--- src/rtl/elevator_pkg.sv ---
// ============================================================================
// Module      : elevator_pkg
// Description : Shared constants and the scheduler direction encoding used by
//               request_scheduler and floor_search.
// Revision    : 1.0 - initial release
// ============================================================================
`default_nettype none

package elevator_pkg;

    // Number of floors served and the width of a floor index.
    localparam int NFLOORS = 8;
    localparam int FW      = 3;

    // Scheduler direction / state encoding, also driven on the dir port.
    typedef enum logic [1:0] {
        DIR_IDLE = 2'b00,
        DIR_UP   = 2'b01,
        DIR_DOWN = 2'b10
    } dir_t;

endpackage

`default_nettype wire

--- src/rtl/floor_search.sv ---
// ============================================================================
// Module      : floor_search
// Description : Combinational priority finder. Looks at the set bits of vec
//               strictly above (ABOVE=1) or strictly below (ABOVE=0) floor,
//               and returns the lowest (LOWEST=1) or highest (LOWEST=0) one.
// Ports       : vec   - candidate bit vector, bit i = floor i
//               floor - reference floor (excluded from the search)
//               found - at least one candidate exists
//               idx   - index of the selected candidate (0 when none)
// Revision    : 1.0 - initial release
// ============================================================================
`default_nettype none

module floor_search
    import elevator_pkg::*;
#(
    parameter int N      = NFLOORS,
    parameter bit ABOVE  = 1'b1,
    parameter bit LOWEST = 1'b1
) (
    input  logic [N-1:0]  vec,
    input  logic [FW-1:0] floor,
    output logic          found,
    output logic [FW-1:0] idx
);

    logic [N-1:0] cand;

    always_comb begin
        found = 1'b0;
        idx   = '0;
        cand  = '0;
        for (int i = 0; i < N; i++) begin
            cand[i] = vec[i] && (ABOVE ? (i > int'(floor)) : (i < int'(floor)));
        end
        // Scan so that the last hit written is the one wanted.
        if (LOWEST) begin
            for (int i = N - 1; i >= 0; i--) begin
                if (cand[i]) begin
                    found = 1'b1;
                    idx   = FW'(i);
                end
            end
        end else begin
            for (int i = 0; i < N; i++) begin
                if (cand[i]) begin
                    found = 1'b1;
                    idx   = FW'(i);
                end
            end
        end
    end

endmodule

`default_nettype wire

--- src/rtl/request_scheduler.sv ---
// ============================================================================
// Module      : request_scheduler
// Description : Elevator request scheduler. Latches hall and car requests
//               into sticky pending registers, runs an IDLE/UP/DOWN state
//               machine, clears requests as the car is served and selects
//               the next floor to stop at.
// Ports       : clk, rst_n          - clock, asynchronous active-low reset
//               up, down            - hall request vectors (level)
//               elevator_btn        - in-car floor buttons (level)
//               cur_floor           - floor the car is at or passing
//               arrived             - pulse: car stopped at cur_floor
//               dir                 - 00 IDLE, 01 UP, 10 DOWN
//               target_floor/valid  - next stop and its qualifier
//               pend_up/down/car    - latched pending requests
//               serve               - pulse: a pending bit was cleared
// Revision    : 1.0 - initial release
// ============================================================================
`default_nettype none

module request_scheduler #(
    parameter int NFLOORS = elevator_pkg::NFLOORS
) (
    input  logic                      clk,
    input  logic                      rst_n,
    input  logic [NFLOORS-1:0]        up,
    input  logic [NFLOORS-1:0]        down,
    input  logic [NFLOORS-1:0]        elevator_btn,
    input  logic [elevator_pkg::FW-1:0] cur_floor,
    input  logic                      arrived,
    output logic [1:0]                dir,
    output logic [elevator_pkg::FW-1:0] target_floor,
    output logic                      target_valid,
    output logic [NFLOORS-1:0]        pend_up,
    output logic [NFLOORS-1:0]        pend_down,
    output logic [NFLOORS-1:0]        pend_car,
    output logic                      serve
);

    import elevator_pkg::*;

    dir_t               state;
    dir_t               next_state;

    logic [NFLOORS-1:0] gt_mask;
    logic [NFLOORS-1:0] lt_mask;
    logic [NFLOORS-1:0] eq_mask;
    logic [NFLOORS-1:0] any_pend;
    logic               above;
    logic               below;
    logic               here;
    logic               floor_ok;

    logic [NFLOORS-1:0] clr_up;
    logic [NFLOORS-1:0] clr_down;
    logic [NFLOORS-1:0] clr_car;
    logic [NFLOORS-1:0] nxt_up;
    logic [NFLOORS-1:0] nxt_down;
    logic [NFLOORS-1:0] nxt_car;
    logic               nxt_serve;

    logic [FW-1:0]      nxt_target;
    logic               nxt_valid;

    logic               up_pri_found;
    logic [FW-1:0]      up_pri_idx;
    logic               up_sec_found;
    logic [FW-1:0]      up_sec_idx;
    logic               dn_pri_found;
    logic [FW-1:0]      dn_pri_idx;
    logic               dn_sec_found;
    logic [FW-1:0]      dn_sec_idx;

    logic [NFLOORS-1:0] up_or_car;
    logic [NFLOORS-1:0] down_or_car;

    assign dir = state;

    // ------------------------------------------------------------------
    // Position of pending requests relative to the car
    // ------------------------------------------------------------------
    always_comb begin
        gt_mask = '0;
        lt_mask = '0;
        eq_mask = '0;
        for (int i = 0; i < NFLOORS; i++) begin
            gt_mask[i] = (i > int'(cur_floor));
            lt_mask[i] = (i < int'(cur_floor));
            eq_mask[i] = (i == int'(cur_floor));
        end
    end

    assign floor_ok = (int'(cur_floor) < NFLOORS);
    assign any_pend = pend_up | pend_down | pend_car;
    assign above    = |(any_pend & gt_mask);
    assign below    = |(any_pend & lt_mask);
    assign here     = |(any_pend & eq_mask);

    // ------------------------------------------------------------------
    // State machine: next state and clear masks
    // ------------------------------------------------------------------
    always_comb begin
        next_state = state;
        clr_up     = '0;
        clr_down   = '0;
        clr_car    = '0;
        // An out-of-range floor freezes the scheduler entirely.
        if (floor_ok) begin
            case (state)
                DIR_IDLE: begin
                    // Serving the current floor wins over starting a move;
                    // the move is picked up on the following cycle.
                    if (here) begin
                        clr_up   = eq_mask;
                        clr_down = eq_mask;
                        clr_car  = eq_mask;
                    end else if (above) begin
                        next_state = DIR_UP;
                    end else if (below) begin
                        next_state = DIR_DOWN;
                    end
                end
                DIR_UP: begin
                    if (arrived) begin
                        clr_up  = eq_mask;
                        clr_car = eq_mask;
                        // A down-call is only answered here at the top of
                        // the sweep, when the car is about to turn.
                        if (!above) begin
                            clr_down   = eq_mask;
                            next_state = below ? DIR_DOWN : DIR_IDLE;
                        end
                    end
                end
                DIR_DOWN: begin
                    if (arrived) begin
                        clr_down = eq_mask;
                        clr_car  = eq_mask;
                        if (!below) begin
                            clr_up     = eq_mask;
                            next_state = above ? DIR_UP : DIR_IDLE;
                        end
                    end
                end
                default: next_state = DIR_IDLE;
            endcase
        end
    end

    always_ff @(posedge clk or negedge rst_n) begin
        if (!rst_n) begin
            state <= DIR_IDLE;
        end else begin
            state <= next_state;
        end
    end

    // ------------------------------------------------------------------
    // Pending registers: a new request in the same cycle beats a clear
    // ------------------------------------------------------------------
    assign nxt_up    = (pend_up   & ~clr_up)   | up;
    assign nxt_down  = (pend_down & ~clr_down) | down;
    assign nxt_car   = (pend_car  & ~clr_car)  | elevator_btn;
    // serve reports bits that actually fall from 1 to 0.
    assign nxt_serve = |((pend_up & ~nxt_up) | (pend_down & ~nxt_down) | (pend_car & ~nxt_car));

    always_ff @(posedge clk or negedge rst_n) begin
        if (!rst_n) begin
            pend_up   <= '0;
            pend_down <= '0;
            pend_car  <= '0;
            serve     <= 1'b0;
        end else begin
            pend_up   <= nxt_up;
            pend_down <= nxt_down;
            pend_car  <= nxt_car;
            serve     <= nxt_serve;
        end
    end

    // ------------------------------------------------------------------
    // Target selection
    // ------------------------------------------------------------------
    assign up_or_car   = pend_up | pend_car;
    assign down_or_car = pend_down | pend_car;

    // Going up: nearest up/car request above, else farthest down-call above.
    floor_search #(.N(NFLOORS), .ABOVE(1'b1), .LOWEST(1'b1)) u_up_pri (
        .vec   (up_or_car),
        .floor (cur_floor),
        .found (up_pri_found),
        .idx   (up_pri_idx)
    );

    floor_search #(.N(NFLOORS), .ABOVE(1'b1), .LOWEST(1'b0)) u_up_sec (
        .vec   (pend_down),
        .floor (cur_floor),
        .found (up_sec_found),
        .idx   (up_sec_idx)
    );

    // Going down: nearest down/car request below, else farthest up-call below.
    floor_search #(.N(NFLOORS), .ABOVE(1'b0), .LOWEST(1'b0)) u_dn_pri (
        .vec   (down_or_car),
        .floor (cur_floor),
        .found (dn_pri_found),
        .idx   (dn_pri_idx)
    );

    floor_search #(.N(NFLOORS), .ABOVE(1'b0), .LOWEST(1'b1)) u_dn_sec (
        .vec   (pend_up),
        .floor (cur_floor),
        .found (dn_sec_found),
        .idx   (dn_sec_idx)
    );

    // The search uses the direction being entered so that a fresh request
    // reaches target_floor two cycles after it is seen on the inputs.
    always_comb begin
        nxt_target = '0;
        nxt_valid  = 1'b0;
        if (floor_ok) begin
            if (next_state == DIR_UP) begin
                if (up_pri_found) begin
                    nxt_target = up_pri_idx;
                    nxt_valid  = 1'b1;
                end else if (up_sec_found) begin
                    nxt_target = up_sec_idx;
                    nxt_valid  = 1'b1;
                end
            end else if (next_state == DIR_DOWN) begin
                if (dn_pri_found) begin
                    nxt_target = dn_pri_idx;
                    nxt_valid  = 1'b1;
                end else if (dn_sec_found) begin
                    nxt_target = dn_sec_idx;
                    nxt_valid  = 1'b1;
                end
            end
        end
    end

    always_ff @(posedge clk or negedge rst_n) begin
        if (!rst_n) begin
            target_floor <= '0;
            target_valid <= 1'b0;
        end else begin
            target_floor <= nxt_target;
            target_valid <= nxt_valid;
        end
    end

endmodule

`default_nettype wire

--- config.mk ---
export PLATFORM = sky130hd
export DESIGN_NAME = request_scheduler
export DESIGN_NICKNAME = d
export VERILOG_FILES = /design/src/rtl/elevator_pkg.sv /design/src/rtl/floor_search.sv /design/src/rtl/request_scheduler.sv
export SDC_FILE = /design/constraint.sdc
export NUM_CORES = 1
export LEC_CHECK = 0
export BUFFER_PORTS_ARGS = -buffer_cell sky130_fd_sc_hd__buf_2
export CORE_UTILIZATION = 25
export DETAILED_ROUTE_END_ITERATION = 10
export PLACE_DENSITY = 0.54
export SYNTH_ARGS = -nofsm -noshare
export SYNTH_HDL_FRONTEND = slang
export SYNTH_SLANG_ARGS = --single-unit
export TNS_END_PERCENT = 50
--- constraint.sdc ---
create_clock -name clk -period 2.5 [get_ports clk]
set_input_delay 0.625 -clock clk [delete_from_list [all_inputs] [get_ports clk]]
set_output_delay 0.625 -clock clk [all_outputs]
set_load 0.005 [all_outputs]
==> results.json <==
{
  "async_flop_share": 1.00,
  "maxCapViolations": 0,
  "cp.required_ns": 2.71,
  "cts_sinks": 31,
  "slowest_stage": "dfrtp_1",
  "hold_viol_final": 0,
  "cts.reportedPaths.clkPinSlew_ns": 0.09,
  "synth_top_cells_by_area": "dfrtp_1, nand2_1, a21o_1",
  "core_um2": 9950,
  "yosysSeqAreaShare": 0.297,
  "grt_max_degree": 32,
  "area_delta_synth_final_pct": 37.3,
  "worst-setup-path-type": "flop to flop",
  "worstPathCellList": "o31ai_4 > a21oi_2 > nor3_4 > nand4_1 > o221a_4 > a2111oi_4 > o2bb2ai_1",
  "synth.top_cells.by_count": "dfrtp_1, nand2_1, nor2_1",
  "peakVddDrop_mv": 0.202,
  "grt_pass1_vias": 2833,
  "whs_ns": 0.392,
  "ctsRootBufferMaster": "clkbuf_8",
  "hpwl_um": 7780,
  "setup_viol": 0,
  "period_needed_ns": 2.39,
  "synth_cell_types": 76,
  "postRouteAntennaNets": 0,
  "io_pins": 61,
  "syn_nets": 338,
  "nNetsFinal": 457,
  "yosysTopAreaCell": "dfrtp_1",
  "maxSlewHeadroom": 0.496,
  "rsz0062_at_grt": "no",
  "synth_edf_count": 0,
  "power.density_nw_per_um2": 567,
  "post-place-ws_ns": -0.130,
  "max_stage_delay_ns": 0.54,
  "synth_area_um2": 2610,
  "start_util": 0.263,
  "fin_skew_ns": 0.0153,
  "drive_gt1_frac": 0.401,
  "die_area_um2": 10900,
  "layout_setup_ws_ns": 0.107,
  "overflow": 0,
  "r2r-start": "pend_up[6]",
  "maxSlewViolCount": 0,
  "dieWidth_um": 104,
  "postCtsHoldBufs": 0,
  "r2r_slack_ns": 0.11,
  "via_per_inst": 5.29,
  "fillers": 1038,
  "drc": 0,
  "dr_total_vias": 2945,
  "hp-class": "primary input to asynchronous set/reset pin",
  "status": "finished, final reports clean",
  "wire_per_inst_um": 17.5,
  "reg2reg_depth": 7,
  "worstMarginPinSlew_ns": 0.755,
  "cts_buffers": 5,
  "fin_setup_tns_ns": 0,
  "p_leak_nw": 1.48,
  "path_max_fanout": 7,
  "yosysTopAreaCellShare": 0.297,
  "synthCells": 304,
  "die_h_um": 104,
  "finalCritPeriodShare": 0.957,
  "cp-end-kind": "flop",
  "critical_path_arrival_ns": 2.60,
  "cts_buffer_depth": 2,
  "rows": 36,
  "antenna_found_initial": 0,
  "yosys_register_bits": 31,
  "drt-initial-drc-count": 207,
  "n_antenna_cell": 0,
  "routed_wirelength_um": 9770,
  "clkLatencyLatePin_ns": 0.30,
  "finalWeightedCongestion": 0.947,
  "synthFlopType": "dfrtp_1",
  "port_buffers": 60,
  "ctsHtreeMaxLevel": 2,
  "track_usage": 0.181,
  "startpoint_type": "flop",
  "grt_first_pass_wirelength_um": 15400,
  "dr.pass1.iters": 5,
  "r2r-end": "target_floor[1]",
  "clock.fmax_mhz": 418,
  "synth_area_per_cell_um2": 8.60,
  "cts_tree": "yes",
  "total_power_mw": 2.03,
  "yosys_warnings": 0
}
==> state kept, by name, summed over array words and instances (netlist names) <==
name,count
serve,1
pend_up,8
target_floor,3
target_valid,1
pend_down,8
pend_car,8
dir,2
==> critical path, delay by kind of cell, from the launching register on <==
family / cells / cell delay [ns]
DFF: 1 / 0.54
AOI/OAI and AO/OA: 5 / 1.30
and+or+nand+nor: 2 / 0.48
==> metrics by stage <==
step | utilization | area [um^2] | std cells
final | 0.360 | 3590 | 557
after global routing | 0.360 | 3590 | 557
after CTS | 0.358 | 3560 | 555
after detailed placement | 0.349 | 3480 | 547
after global placement | 0.349 | 3480 | 547
after floorplan | - | 2610 | 304
==> layer usage <==
layer	wire [um]	vias to the layer above	track usage	share of wire
li1	-	1378	-	-
met1	4490	1408	0.248	0.46
met2	4440	138	0.286	0.45
met3	566	21	0.0326	0.058
met4	278	0	0.0622	0.028
met5	0	-	0	0
==> area by class of cell <==
class / count / area, um^2 / area share
sequential: 31 / 777 / 0.217
clock buffer: 6 / 72.6 / 0.0202
timing repair buffer: 122 / 791 / 0.220
inverter: 18 / 67.6 / 0.0188
tap: 133 / 166 / 0.0464
multi-input combinational: 245 / 1700 / 0.474
clock inverter: 2 / 12.5 / 0.00349
==> power by group <==
| group | switching [mW] | internal, mW | total [mW] |
|---|---|---|---|
| clock | 0.226 | 0.195 | 0.421 |
| sequential | 0.0796 | 0.582 | 0.661 |
| combinational | 0.502 | 0.450 | 0.952 |
==> how the worst max path moves through the flow <==
stage	from	end	slack, ns	cells past startpoint
floorplan	cur_floor[1]	target_floor[1]	0.23	7
global placement	cur_floor[0]	target_floor[2]	-0.09	8
detailed placement	cur_floor[1]	target_floor[1]	-0.13	8
CTS	pend_up[6]	pend_down[5]	0.1	8
global route	pend_down[7]	target_floor[2]	0.01	7
finish	pend_up[6]	target_floor[1]	0.11	7
==> logic make-up after synthesis <==
group | after synthesis | synth area share
AO/OA/AOI/OAI | 115 | 0.346
adder cells (fa/ha/maj) | 4 | 0.0191
buffers and inverters | 28 | 0.0565
flip-flops | 31 | 0.297
AND/OR/NAND/NOR | 126 | 0.281
==> cell usage in the layout, fill, tap and decap left out, types with 3 or more instances in the layout <==
cell type,count
nor3_1,9
o22ai_1,5
nand2_1,31
nand3b_1,9
dfrtp_1,30
buf_2,60
a31oi_1,10
inv_1,17
nand3_1,6
a21o_1,13
nor2_1,24
a21oi_2,3
o31ai_1,3
o211ai_1,4
or2_2,3
o21ai_0,16
ha_1,4
buf_4,60
nand2b_1,8
nor3_4,4
o311ai_0,3
nor3b_1,6
clkbuf_8,5
o2bb2ai_1,4
o21ai_1,3
a21oi_1,14
o21a_1,5
==> what timing repair did <==
item                       4_1_cts  5_1_grt
setup buffers                    0        2
setup endpoints to repair        0        5
gates resized for setup          0        3
Power figures use the tool's default switching activity.
